`config.mk`:
```
export PLATFORM = sky130hd
export DESIGN_NAME = prio_irq_encoder
export DESIGN_NICKNAME = d
export VERILOG_FILES = /design/src/rtl/prio_irq_pkg.sv /design/src/rtl/prio_find_first.sv /design/src/rtl/prio_irq_encoder.sv
export SDC_FILE = /design/constraint.sdc
export NUM_CORES = 1
export LEC_CHECK = 0
export ABC_AREA = 1
export CAP_MARGIN = 25
export CORE_AREA = 5 5 60 62
export CTS_BUF_LIST = sky130_fd_sc_hd__clkbuf_4 sky130_fd_sc_hd__clkbuf_8
export DETAILED_ROUTE_END_ITERATION = 16
export DIE_AREA = 0 0 65 67
export SYNTH_ARGS = -nofsm -noshare
export SYNTH_HDL_FRONTEND = slang
export SYNTH_HIERARCHICAL = 1
export SYNTH_SLANG_ARGS = --single-unit
```
`constraint.sdc`:
```
create_clock -name clk -period 2.7 [get_ports clk]
set_input_delay 0.405 -clock clk [delete_from_list [all_inputs] [get_ports clk]]
set_output_delay 0.405 -clock clk [all_outputs]
set_load 0.05 [all_outputs]
```
`src/rtl/prio_irq_pkg.sv`:
```
// prio_irq_pkg: shared types and helpers for the latched priority encoder.
//   state_e      : delivery FSM states (IDLE, PRESENT)
//   highest_idx  : index of the most significant set bit (0 for an all-zero vector)
package prio_irq_pkg;

  localparam int unsigned PRIO_WIDTH_IN  = 8;
  localparam int unsigned PRIO_WIDTH_OUT = 3;

  typedef enum logic {
    IDLE    = 1'b0,
    PRESENT = 1'b1
  } state_e;

  function automatic logic [PRIO_WIDTH_OUT-1:0] highest_idx(
    input logic [PRIO_WIDTH_IN-1:0] vec
  );
    logic [PRIO_WIDTH_OUT-1:0] idx;
    idx = '0;
    for (int i = 0; i < int'(PRIO_WIDTH_IN); i++) begin
      if (vec[i]) idx = PRIO_WIDTH_OUT'(i);
    end
    return idx;
  endfunction

endpackage

```
`src/rtl/prio_find_first.sv`:
```
// prio_find_first: combinational MSB-first leading-one detector.
//   vec_i [WIDTH_IN]  : input vector
//   any_o             : at least one bit of vec_i is set
//   idx_o [WIDTH_OUT] : index of the highest set bit (0 when vec_i is zero)
module prio_find_first #(
  parameter int WIDTH_IN  = 8,
  parameter int WIDTH_OUT = 3
) (
  input  logic [WIDTH_IN-1:0]  vec_i,
  output logic                 any_o,
  output logic [WIDTH_OUT-1:0] idx_o
);

  // Ascending scan: the last hit is the most significant set bit.
  always_comb begin
    any_o = |vec_i;
    idx_o = '0;
    for (int i = 0; i < WIDTH_IN; i++) begin
      if (vec_i[i]) idx_o = WIDTH_OUT'(i);
    end
  end

endmodule

```
`src/rtl/prio_irq_encoder.sv`:
```
// prio_irq_encoder: clocked, cascadable priority encoder with latched requests.
// Falling edges on the active-low request lines set pending bits; the highest
// eligible pending index is presented inverted on y_bar with a vld/rdy handshake.
// 74148-style ei_bar/eo_bar/gs_bar cascade pins are derived from registered state.
//   clk, rst_n : clock, async active-low reset
//   ei_bar     : cascade enable in (active-low), gates loading and gs/eo
//   req_bar    : request lines, active-low, synchronous to clk
//   rdy        : consumer accepts y_bar while vld=1
//   clr_ovf    : clears the sticky overrun flag
//   mask       : (only with PRIO_MASK_EN) 1 excludes a line from arbitration
//   vld, y_bar : valid flag and inverted winning index
//   gs_bar     : 0 = enabled and something eligible
//   eo_bar     : 0 = enabled and nothing eligible
//   ovf        : sticky, a fall hit an already pending bit
// Build option: define PRIO_MASK_EN to add the mask input.
//
// state   | meaning
// IDLE    | vld=0, load highest eligible index when enabled
// PRESENT | vld=1, y_bar frozen until rdy
module prio_irq_encoder
  import prio_irq_pkg::*;
#(
  parameter int WIDTH_IN  = 8,
  parameter int WIDTH_OUT = 3
) (
  input  logic                 clk,
  input  logic                 rst_n,
  input  logic                 ei_bar,
  input  logic [WIDTH_IN-1:0]  req_bar,
  input  logic                 rdy,
  input  logic                 clr_ovf,
`ifdef PRIO_MASK_EN
  input  logic [WIDTH_IN-1:0]  mask,
`endif
  output logic                 vld,
  output logic [WIDTH_OUT-1:0] y_bar,
  output logic                 gs_bar,
  output logic                 eo_bar,
  output logic                 ovf
);

  if (WIDTH_OUT != $clog2(WIDTH_IN)) begin : g_bad_width
    $error("prio_irq_encoder: WIDTH_OUT must equal clog2(WIDTH_IN)");
  end

  state_e                state_q, state_d;
  logic [WIDTH_IN-1:0]   req_q, pending_q, pending_d;
  logic [WIDTH_IN-1:0]   fall, clr_vec, eligible;
  logic [WIDTH_OUT-1:0]  y_bar_q, y_bar_d, idx_win, idx_cur;
  logic                  any_elig;
  logic                  ovf_q, ovf_d;

`ifdef PRIO_MASK_EN
  assign eligible = pending_q & ~mask;
`else
  assign eligible = pending_q;
`endif

  prio_find_first #(
    .WIDTH_IN  (WIDTH_IN),
    .WIDTH_OUT (WIDTH_OUT)
  ) u_find_first (
    .vec_i (eligible),
    .any_o (any_elig),
    .idx_o (idx_win)
  );

  // Capture and pending bookkeeping.
  always_comb begin
    fall    = req_q & ~req_bar;
    idx_cur = ~y_bar_q;
    clr_vec = '0;
    if (state_q == PRESENT && rdy) clr_vec[idx_cur] = 1'b1;
    // A fall in the same cycle as the clear re-pends the bit.
    pending_d = (pending_q & ~clr_vec) | fall;
    ovf_d = ovf_q;
    if (clr_ovf) ovf_d = 1'b0;
    // A bit being cleared this cycle is not an overrun; a real overrun beats clr_ovf.
    if (|(fall & pending_q & ~clr_vec)) ovf_d = 1'b1;
  end

  always_ff @(posedge clk or negedge rst_n) begin
    if (!rst_n) begin
      req_q     <= '1;
      pending_q <= '0;
      ovf_q     <= 1'b0;
    end else begin
      req_q     <= req_bar;
      pending_q <= pending_d;
      ovf_q     <= ovf_d;
    end
  end

  // FSM state register (y_bar is loaded together with the transition).
  always_ff @(posedge clk or negedge rst_n) begin
    if (!rst_n) begin
      state_q <= IDLE;
      y_bar_q <= '1;
    end else begin
      state_q <= state_d;
      y_bar_q <= y_bar_d;
    end
  end

  // FSM next state.
  always_comb begin
    state_d = state_q;
    y_bar_d = y_bar_q;
    case (state_q)
      IDLE: begin
        if (!ei_bar && any_elig) begin
          state_d = PRESENT;
          y_bar_d = ~idx_win;
        end
      end
      PRESENT: begin
        if (rdy) state_d = IDLE;
      end
      default: state_d = IDLE;
    endcase
  end

  // FSM and cascade outputs.
  always_comb begin
    vld    = (state_q == PRESENT);
    y_bar  = y_bar_q;
    gs_bar = ~(!ei_bar & any_elig);
    eo_bar = ~(!ei_bar & ~any_elig);
    ovf    = ovf_q;
  end

endmodule

```
==> reports/qor.tcl <==
set qor(timing.max_slew.rel_slack_pct) 40.3
set qor(num_vias) 837
set qor(commonest_cells_post_synth) {sky130_fd_sc_hd__nand2_1, sky130_fd_sc_hd__inv_1, sky130_fd_sc_hd__dfstp_2, sky130_fd_sc_hd__nor2_1, sky130_fd_sc_hd__dfrtp_1}
set qor(finalHoldViolations) 0
set qor(syn_inst) 130
set qor(viasPerCell) 4.48
set qor(min_period_over_period_pct) 93.4
set qor(cts_setup_buffers) 0
set qor(floorplan.core_area_mm2) 0.00298
set qor(report.final.setup_viol) 0
set qor(synth_area_per_cell_um2) 7.62
set qor(power.density_mw_per_mm2) 559
set qor(timing.setup.tns_ps) 0
set qor(area_growth_pct) 27.1
set qor(cp.required_ps) 2300
set qor(sequential_cell_area_um2) 539
set qor(drt.antenna.violating_nets) 0
set qor(antenna-diode-count) 0
set qor(cp_data_arrival_time_ps) 2120
set qor(setup.worst_path.end_class) {output pin}
set qor(clockBufferDepth) 2
set qor(detailedRoute.firstPassIterationCount) 4
set qor(quantity_of_gates_resized_following_cts) 0
set qor(die_x_um) 65
set qor(cts-buffers-inserted) 3
set qor(root_buffer_cell) {sky130_fd_sc_hd__clkbuf_4}
set qor(unique_cell_type_count_in_the_yosys_netlist) 17
set qor(cap_viol_max_count) 0
set qor(postSynthRegisterBits) 21
set qor(critical_path_peak_fanout) 3
set qor(post-synth-top-area-fraction_pct) 29.2
set qor(setup.worst_path.start_class) {flip-flop}
set qor(max-vdd-ir-drop_uv) 266
set qor(final_net_count) 168
set qor(total_leakage_power_nw) 0.655
set qor(slew_violations) 0
set qor(multiInputGateArea_um2) 358
set qor(number_of_enable_flip_flop_cells_after_synthesis) 0
set qor(synth_seq_area_share_pct) 54.4
set qor(die_h_um) 67
set qor(cts_tree) {yes}
set qor(timing.hold.worst.class) {reg2reg}
set qor(yosys.cell_count.top_type) {sky130_fd_sc_hd__nand2_1}
set qor(grt_pass1_vias) 807
set qor(period_minus_slack_ps) 2520
set qor(setup_repair_after_global_routing_missed_its_margin) {no}
set qor(place.port_buffers) 19
set qor(critical_path_class) {reg2out}
set qor(top_level_ports) 20
set qor(wl_per_cell_um) 10.2
set qor(start_util_pct) 33.3
set qor(drive_gt1_share_pct) 13.0
set qor(place.detailed.hpwl_um) 1470
set qor(totalWireLength_um) 1900
set qor(synthDominantAreaCellType) {sky130_fd_sc_hd__dfstp_2}
set qor(clock.fmax_ghz) 0.397
set qor(clock-sinks) 21
set qor(drtIter0Drc) 12
set qor(postSynthNetCount) 143
set qor(netlist_top_cells_area) {sky130_fd_sc_hd__dfstp_2, sky130_fd_sc_hd__dfrtp_1, sky130_fd_sc_hd__nand2_1}
set qor(grt-ovfl-total) 0
set qor(htreeDepth) 1
set qor(post-route-drc-count) 0
set qor(worst_slew_pin_slew_ps) 893
set qor(total_of_fill_cells_in_the_finished_design) 321
set qor(async_flop_share_pct) 100
set qor(floorplan.die_area_mm2) 0.00436
set qor(fin_worst_hold_slack_ps) 502
set qor(ys_dominant_reg_cell) {sky130_fd_sc_hd__dfstp_2}
set qor(clk_latency_ps) 300
set qor(wire_length_of_the_first_global_routing_pass_um) 3310
set qor(ys.warnings.count) 6
set qor(synth_area_um2) 991
set qor(hold_buffers) 0
set qor(gpl.final_weighted_congestion) 0.799
set qor(clkSlewWorstSetupHoldPaths_ps) 110
set qor(antenna_found_initial) 0
set qor(grt_use_total_pct) 9.86
set qor(rows) 20
set qor(clock-skew-final_ps) 2.64
set qor(run_status) {finished clean}
set qor(grt_start_max_net_pins) 21
[path summary, 6_finish.rpt]
kind / startpoint / end / slack, ps / cells after the start
worst max-delay path: eligible[3] / eo_bar / 180 / 6
min in group asynchronous: rst_n / eligible[1] / 600 / 1
worst min-delay path: req_q[4] / eligible[4] / 500 / 2
max in group asynchronous: rst_n / y_bar[1] / 1440 / 2
worst max register to register: eligible[3] / vld / 1330 / 6
worst min register to register: req_q[4] / eligible[4] / 500 / 2
[layout by cell type (no fill, tap or decap)]
master | Yosys | final
sky130_fd_sc_hd__nand3_1 | 6 | 6
sky130_fd_sc_hd__inv_1 | 24 | 24
sky130_fd_sc_hd__a22o_1 | 1 | 1
sky130_fd_sc_hd__or2_1 | 1 | 1
sky130_fd_sc_hd__a21oi_1 | 3 | 3
sky130_fd_sc_hd__nor2_1 | 11 | 11
sky130_fd_sc_hd__nor3b_1 | 1 | 1
sky130_fd_sc_hd__buf_4 | 0 | 1
sky130_fd_sc_hd__nor3_1 | 1 | 1
sky130_fd_sc_hd__clkdlybuf4s50_1 | 0 | 19
sky130_fd_sc_hd__dfrtp_1 | 10 | 10
sky130_fd_sc_hd__inv_2 | 1 | 1
sky130_fd_sc_hd__nor2_2 | 1 | 1
sky130_fd_sc_hd__dfstp_2 | 11 | 11
sky130_fd_sc_hd__nand2_2 | 1 | 1
sky130_fd_sc_hd__o21ai_0 | 1 | 1
sky130_fd_sc_hd__nand2_1 | 52 | 52
sky130_fd_sc_hd__nor2_4 | 1 | 1
sky130_fd_sc_hd__o21ai_1 | 4 | 4
sky130_fd_sc_hd__clkbuf_4 | 0 | 4
[sequential cells by signal (all words and copies together) (netlist names)]
register,cells
eligible,8
ovf,1
req_q,8
vld,1
y_bar,3
[stage by stage]
stage,area [um^2],std cells,utilization (%),power (mW),setup WS [ps]
after global placement,1230,183,41.3,0.546,532
after detailed placement,1230,183,41.3,0.549,510
final,1260,187,42.3,0.704,178
after global routing,1260,187,42.3,0.754,64.4
after CTS,1260,187,42.3,0.714,164
after floorplan,991,130,-,0.483,1160
[final cells by class]
type	instances	area share, %
sequential	21	42.8
multi-input combinational	84	28.4
timing repair buffer	20	15.7
inverter	25	7.45
tap	33	3.28
clock buffer	4	2.38
[critical path, stage by stage, from the launching register on]
cell,delay [ps]
sky130_fd_sc_hd__dfrtp_1,410
sky130_fd_sc_hd__inv_1,80
sky130_fd_sc_hd__nand2_1,70
sky130_fd_sc_hd__nor3_1,150
sky130_fd_sc_hd__nand3_1,150
sky130_fd_sc_hd__or2_1,250
sky130_fd_sc_hd__clkdlybuf4s50_1,700
[metal layers]
metal / global-route usage (%) / part of all wire [%] / wire, um
met1: 12.3 / 49 / 922
met2: 16.2 / 44 / 833
met3: 2.02 / 5.8 / 111
met4: 4.75 / 1.8 / 34
met5: 0 / 0 / 0
[power breakdown]
| part | switching [mW] | internal (mW) |
|---|---|---|
| registers | 0.0238 | 0.351 |
| logic | 0.103 | 0.0639 |
| clock network | 0.0948 | 0.0676 |
[cells by family after synthesis]
family / count (synthesis) / synth area share (%)
AOI/OAI and AO/OA: 9 / 4.92
and+or+nand+nor: 75 / 31.2
DFF: 21 / 54.4
buffers and inverters: 25 / 9.47
Note: power is estimated with default switching activity, not from simulation.
